### config.mk
export PLATFORM = sky130hd
export DESIGN_NAME = fetch_unit
export DESIGN_NICKNAME = d
export VERILOG_FILES = /design/src/rtl/fetch_pkg.sv /design/src/rtl/ifid_reg.sv /design/src/rtl/fetch_unit.sv
export SDC_FILE = /design/constraint.sdc
export NUM_CORES = 1
export LEC_CHECK = 0
export ABC_CLOCK_PERIOD_IN_PS = 4500
export BUFFER_PORTS_ARGS = -buffer_cell sky130_fd_sc_hd__buf_2
export CORE_MARGIN = 10
export CORE_UTILIZATION = 45
export CTS_CLUSTER_SIZE = 12
export DETAILED_ROUTE_END_ITERATION = 12
export PLACE_DENSITY_LB_ADDON = 0.1
export SYNTH_ARGS = -nofsm -noshare
export SYNTH_HDL_FRONTEND = slang
export SYNTH_SLANG_ARGS = --single-unit
### constraint.sdc
create_clock -name clk -period 4.5 [get_ports clk]
set_input_delay 0 -clock clk [delete_from_list [all_inputs] [get_ports clk]]
set_output_delay 0 -clock clk [all_outputs]
set_load 0.02 [all_outputs]
### src/rtl/fetch_pkg.sv
// Shared types and constants for the instruction fetch stage.
package fetch_pkg;

    typedef enum logic [1:0] {
        ST_BOOT = 2'd0,
        ST_RUN  = 2'd1,
        ST_ERR  = 2'd2
    } fetch_state_t;

    localparam logic [1:0] FETCH_ERR_NONE     = 2'b00;
    localparam logic [1:0] FETCH_ERR_MISALIGN = 2'b01;
    localparam logic [1:0] FETCH_ERR_RANGE    = 2'b10;

    localparam logic [31:0] RESET_PC_DEFAULT = 32'h0000_0000;

endpackage

### src/rtl/ifid_reg.sv
// IF/ID pipeline holding register: flush beats load, load beats drain, otherwise hold.
module ifid_reg (
    input  logic        clk,
    input  logic        rst_n,
    input  logic        load,
    input  logic        flush,
    input  logic        ready,
    input  logic [31:0] load_instr,
    input  logic [31:0] load_pc,
    output logic        valid,
    output logic [31:0] instr,
    output logic [31:0] pc,
    output logic [31:0] pc_plus4
);

    always_ff @(posedge clk or negedge rst_n) begin
        if (!rst_n) begin
            valid    <= 1'b0;
            instr    <= 32'h0;
            pc       <= 32'h0;
            pc_plus4 <= 32'h0;
        end else if (flush) begin
            valid <= 1'b0;
        end else if (load) begin
            valid    <= 1'b1;
            instr    <= load_instr;
            pc       <= load_pc;
            pc_plus4 <= load_pc + 32'd4;
        end else if (valid && ready) begin
            // Consumed with nothing new behind it.
            valid <= 1'b0;
        end
    end

endmodule

### src/rtl/fetch_unit.sv
// Instruction fetch stage: PC register, BOOT/RUN/ERR control and IF/ID register.
module fetch_unit
    import fetch_pkg::*;
#(
    parameter logic [31:0] RESET_PC   = RESET_PC_DEFAULT,
    parameter int          IMEM_DEPTH = 64
) (
    input  logic        clk,
    input  logic        rst_n,
    output logic [7:0]  imem_addr,
    input  logic [31:0] imem_instr,
    input  logic        redirect_valid,
    input  logic [31:0] redirect_pc,
    input  logic        id_ready,
    output logic        if_valid,
    output logic [31:0] if_instr,
    output logic [31:0] if_pc,
    output logic [31:0] if_pc_plus4,
    output logic [1:0]  fetch_err,
    output logic [1:0]  dbg_state
);

    // Handshake: an IF/ID item transfers on a rising edge where if_valid and
    // id_ready are both high; while if_valid=1 and id_ready=0 it holds stable.

    fetch_state_t state, state_next;
    logic [31:0]  pc, pc_next;
    logic [1:0]   err_q, err_next;
    logic         load, flush, can_accept, in_range;

    assign imem_addr  = pc[9:2];
    assign can_accept = !if_valid || id_ready;
    // Full word index is compared so addresses aliasing into imem_addr still trap.
    assign in_range   = {2'b00, pc[31:2]} < 32'(IMEM_DEPTH);
    assign fetch_err  = err_q;
    assign dbg_state  = state;

    always_ff @(posedge clk or negedge rst_n) begin
        if (!rst_n) begin
            state <= ST_BOOT;
            pc    <= RESET_PC;
            err_q <= FETCH_ERR_NONE;
        end else begin
            state <= state_next;
            pc    <= pc_next;
            err_q <= err_next;
        end
    end

    always_comb begin
        state_next = state;
        pc_next    = pc;
        err_next   = err_q;
        load       = 1'b0;
        flush      = 1'b0;
        case (state)
            ST_BOOT: begin
                state_next = ST_RUN;
            end
            ST_RUN: begin
                if (redirect_valid) begin
                    flush = 1'b1;
                    if (redirect_pc[1:0] != 2'b00) begin
                        err_next   = FETCH_ERR_MISALIGN;
                        state_next = ST_ERR;
                    end else begin
                        pc_next = redirect_pc;
                    end
                end else if (can_accept) begin
                    if (in_range) begin
                        load    = 1'b1;
                        pc_next = pc + 32'd4;
                    end else begin
                        flush      = 1'b1;
                        err_next   = FETCH_ERR_RANGE;
                        state_next = ST_ERR;
                    end
                end
            end
            ST_ERR: begin
                flush = 1'b1;
            end
            default: begin
                state_next = ST_ERR;
                flush      = 1'b1;
            end
        endcase
    end

    ifid_reg u_ifid (
        .clk        (clk),
        .rst_n      (rst_n),
        .load       (load),
        .flush      (flush),
        .ready      (id_ready),
        .load_instr (imem_instr),
        .load_pc    (pc),
        .valid      (if_valid),
        .instr      (if_instr),
        .pc         (if_pc),
        .pc_plus4   (if_pc_plus4)
    );

endmodule
# --- Word-level counts from Yosys, hierarchy flattened ---
# Index checks and enable logic that the tools add are counted.
# Widths: inputs -> output; s select.
op_classes:
  add_sub_neg: 1
  order_cmp: 1
  n_eq_ne: 8
  n_mux: 22
  n_bitwise: 2
  reduce_logical: 12
op_table:
  columns: ["cell", "count"]
  rows:
  - ["$mux 32", 4]
  - ["$add 32x3->32 const B", 1]
  - ["$lt 30x7->1 const B", 1]
  - ["$mux 2", 6]
  - ["$reduce_and 4->1", 3]
  - ["$mux 1", 10]
  - ["$ne 3x3->1 const B", 3]
  - ["$pmux 2 s3", 1]
  - ["$reduce_bool 2->1", 3]
  - ["$ne 2x2->1 const B", 2]
  - ["$reduce_bool 3->1", 1]
  - ["$eq 2x1->1 const B", 1]
  - ["$eq 2x2->1 const B", 1]
  - ["$logic_not 2->1", 1]
  - ["$ne 2x1->1 const B", 1]
  - ["$not 1->1", 2]
  - ["$pmux 1 s2", 1]
  - ["$reduce_and 2->1", 1]
  - ["$logic_and 1x1->1", 1]
  - ["$logic_not 1->1", 1]
  - ["$logic_or 1x1->1", 1]
word_totals:
  regBits: 133
  inputBits: 68

# --- Logic depth before layout (Yosys ltp) ---
logic_depth:
  word_depth: 7
  depth_mapped: 7
  ltp_nobuf: 6

# --- Hierarchy ---
# Synthesis repeated with hierarchy kept, for this count alone.
unflattened:
  hier_cells: 684
  area_unflattened_um2: 6216.0
modules_own_cells:
  columns: ["module", "instances", "cells_per_inst", "area_per_inst_um2", "seq_area_each_um2"]
  rows:
  - ["ifid_reg", 1, 466, 4142.7, 2377.3]
  - ["fetch_unit", 1, 218, 2073.2, 900.9]

# --- Worst setup path before layout ---
# Ideal clock, no wire load.
synth_path:
  kind: "flip-flop to flip-flop"
  startpoint: "register pc[11]"
  endpoint: "register u_ifid.instr[10]"
  t_arrival_ps: 1787
  required_ps: 4375
  path_slack_ps: 2588
  stages_incl_launch_ff: 6
  path_buffers: 1
  path_cell_list: "dfrtp_1 -> nor4_1 -> nand4_1 -> nor3_4 -> buf_4 -> mux2_2"
synth_between:
  elab_chain_len: 7
synth_lines:
  columns: ["element", "line_no", "rtl"]
  rows:
  - ["start, declared", "fetch_unit.sv:27", "logic [31:0] pc, pc_next;"]
  - ["start signal, assigned", "fetch_unit.sv:45", "pc <= pc_next;"]
  - ["$lt 30x7->1 (*)", "fetch_unit.sv:34", "assign in_range = {2'b00, pc[31:2]} < 32'(IMEM_DEPTH);"]
  - ["$mux 1", "fetch_unit.sv:70", "if (in_range) begin"]
  - ["$mux 1", "fetch_unit.sv:69", "end else if (can_accept) begin"]
  - ["$mux 1", "fetch_unit.sv:61", "if (redirect_valid) begin"]
  - ["$pmux 1 s2", "fetch_unit.sv:56", "case (state)"]
  - ["$not 1->1 (no source line)", null, null]
  - ["$reduce_and 2->1 (no source line) (*)", null, null]
  - ["end signal, assigned", "ifid_reg.sv:26", "instr <= load_instr;"]
  - ["end, declared", "ifid_reg.sv:11", "output logic [31:0] instr,"]
# Every way passes the cells marked *; elsewhere a longest branch is shown, timed or not.
# A chain may end at the register's enable or synchronous reset.

# --- Final worst setup path ---
layout_path:
  startpoint: "register state[1], in the netlist dbg_state[1]"
  endpoint: "register pc[2]"
layout_between:
  elab_chain_len: 2
layout_lines:
  columns: ["element", "line_no", "rtl"]
  rows:
  - ["start, declared", "fetch_unit.sv:26", "fetch_state_t state, state_next;"]
  - ["start signal, assigned", "fetch_unit.sv:44", "state <= state_next;"]
  - ["$eq 2x1->1", "fetch_unit.sv:56", null]
  - ["$reduce_and 4->1 (no source line)", null, null]
# No other way between the ends.

==> impl_metrics.ini <==
[status]
outcome = complete, no violations

[setup_path]
crit_chain = and2b_1 -> and3_1 -> o21bai_2 -> nand2_2 -> a211o_1
cpLargestDelayFamily = simple AND/OR/NAND/NOR gates
setup.worst_path.start_class = register
reg2reg_from = dbg_state[1]
worstPathMaxFanout = 28
worstPathRequired_ns = 4.80
path_class = register to register
critPathSlowestCell = and3_1
critical_path.startpoint = dbg_state[1]
path_buf_inv = 0
cpPeakStageDelay_ns = 0.86
critPathCaptureType = register
cp_data_arrival_time_ns = 3.03

[synthesis]
synth-seq-area-share_pct = 61.98
syn_inst = 424
syn_area_um2 = 5289
synth-main-ff-cell = dfrtp_1
async_reset_ff_share_pct = 100.0
synth_warnings = 0
synth.top_cell.area_share_pct = 61.98
synth_nets = 493
synth_edf_count = 0
postSynthAreaPerCell_um2 = 12.47
synth.distinct_cells = 46
synthTopCellsByArea = dfrtp_1, mux2_2, nor2b_1
yosysTopAreaCell = dfrtp_1
synth-seq-cells = 131

[floorplanning]
fp.dieH_um = 128.4
core_um2 = 11470
io_pins = 177
fp-row-count = 39
die_area_um2 = 16490
initial_core_util_pct = 46.12
die_x_um = 128.4

[sta]
fin_skew_ns = 0.006705
drv_slew = 0
slew-limit-headroom_pct = 32.35
worst_pin_slew_ns = 1.015
fmax_mhz = 366.6
finalSetupTns_ns = 0
setup_viol = 0
period_minus_slack_ns = 2.728
finalWorstSetupSlack_ns = 1.772
grt_setup_unrepaired = no
hold_viol = 0
fin_crit_sh_pct = 60.61

[finish]
layout_commonest_cell = buf_2
multi_input_area_um2 = 1788
antenna_cells = 0
syn2layout_area_growth_pct = 40.69
drive_above_1_share_pct = 38.23
final_cell_mix = buf_2, dfrtp_1, dlygate4sd3_1
fin_nets = 723
fillers = 884
seqCellArea_um2 = 3278

[grt]
first_global_vias = 4549
grt_pass1_wl_mm = 23.24
grtUsageTotal_pct = 17.70
grt_overflow_total = 0
grt_max_degree = 100
antenna_found_initial = 0

[cts]
cts_buffers = 17
cts_tree = done
root_buffer = clkbuf_16
ctsLongestPathBuffers = 2
cts_setup_buffers = 0
postCtsResizedCells = 0
cts_num_sinks = 131
cts.clk_slew.worst_paths_ns = 0.06
clk_latency_ns = 0.41
htreeDepth = 4

[power]
p_switching_uw = 725.7
vdd.ir_drop.worst_uv = 282.0
combinationalPowerShare_pct = 10.8
seq_power_share_pct = 43.4
internal_power_uw = 2327
p_leak_uw = 0.003932
p_sw_share_pct = 23.77
power.density_nw_per_um2 = 410.2
p_clk_share_pct = 45.8

[drt]
drtPass1Iterations = 4
ant_nets = 0
drtIter0Drc = 292
wirelength_mm = 14.40
wl_per_cell_um = 17.78
route.detailed.drc = 0
routed-via-count = 4116
avgViaCountPerCell = 5.081

[flow_run]
maxCapViolCount = 0

[placed_design]
port_buffers = 176
finalWeightedCongestion = 0.8415
dp_hpwl_mm = 9.800
dpl_worst_slack_ns = 1.802

[min_path]
hp-class = input port to register
hold_start = redirect_pc[0]
## layout make-up
type / count / share of cell area [%]
flip-flops and latches: 131 / 44.06
multi-input cells: 253 / 24.03
repair buffers: 241 / 20.68
clock buffers: 25 / 7.062
well taps: 143 / 2.405
clock inverters: 7 / 1.261
inverters: 10 / 0.5045
## per-stage QoR
stage	std cells	total power, uW	instance area (um2)	hold slack, ns	util (%)
6_report	810	3052	7441	0.02725	64.89
5_1_grt	810	3189	7441	0.02984	64.89
4_1_cts	810	3096	7441	0.008140	64.89
3_5_place_dp	716	1634	6201	-0.02625	54.08
3_3_place_gp	716	1624	6201	-0.03457	54.08
2_1_floorplan	424	1508	5289	-0.2956	-
## what timing repair did
action	CTS	global route
hold endpoints to repair	92	0
hold buffers	62	0
endpoints found under the setup margin	0	0
## power by group through the flow
| stage | registers, uW | clock network (uW) | logic, uW |
|---|---|---|---|
| detailed placement | 1340 | 0 | 291 |
| CTS | 1320 | 1440 | 333 |
| global route | 1340 | 1490 | 364 |
| floorplan | 1350 | 0 | 156 |
| finish | 1320 | 1400 | 329 |
| global placement | 1340 | 0 | 284 |
## cells by family after synthesis
kind of cell	after synthesis	share of synthesized area [%]
compound gates	73	9.700
flops	131	61.98
xor+xnor	5	0.8282
buf+inv	40	4.211
fa+ha+maj	1	0.2365
simple gates	131	13.93
mux	43	9.108
## metal layers
metal / vias to the layer above / global-route usage (%) / routed length (um)
met5: - / 0 / 0
met4: 0 / 10.00 / 537
met3: 38 / 6.858 / 1008
met2: 142 / 26.83 / 6835
met1: 1990 / 21.19 / 6021
li1: 1946 / - / -
## path summary, 6_finish.rpt
path	to	slack, ns	depth (start not counted)
min in group asynchronous	pc[13]	0.07	2
worst max-delay path	pc[2]	1.77	5
worst max register to register	pc[2]	1.77	5
max in group asynchronous	pc[25]	3.42	3
worst min register to register	u_ifid.pc_plus4[24]	0.49	1
worst min-delay path	dbg_state[1]	0.03	4
## state kept, by name, indices dropped and copies added, names as in the netlist
register / count
pc: 32
u_ifid.valid: 1
dbg_state: 2
fetch_err: 2
u_ifid.pc: 30
u_ifid.pc_plus4: 32
u_ifid.instr: 32
## cells in the mapped netlist (4+ instances only)
library cell  instances
buf_2                 4
o22a_1               11
and3_1                6
a22o_1                5
inv_1                10
o22ai_1               6
mux2_2               41
o21ai_0               5
nand3_1               5
clkbuf_1             10
a2bb2oi_1             6
nor2b_1              50
nand4_1               4
nand2_1              15
buf_4                14
nor2_1               22
a21oi_1              25
nor3_1                6
nor4_1                7
dfrtp_1             131
## tightest hold or removal path, stage by stage
cell	delay, ns
buf_2	0.07
nor2_1	0.06
nand2_1	0.07
a41o_1	0.18
Note: power is estimated with default switching activity, not from simulation.
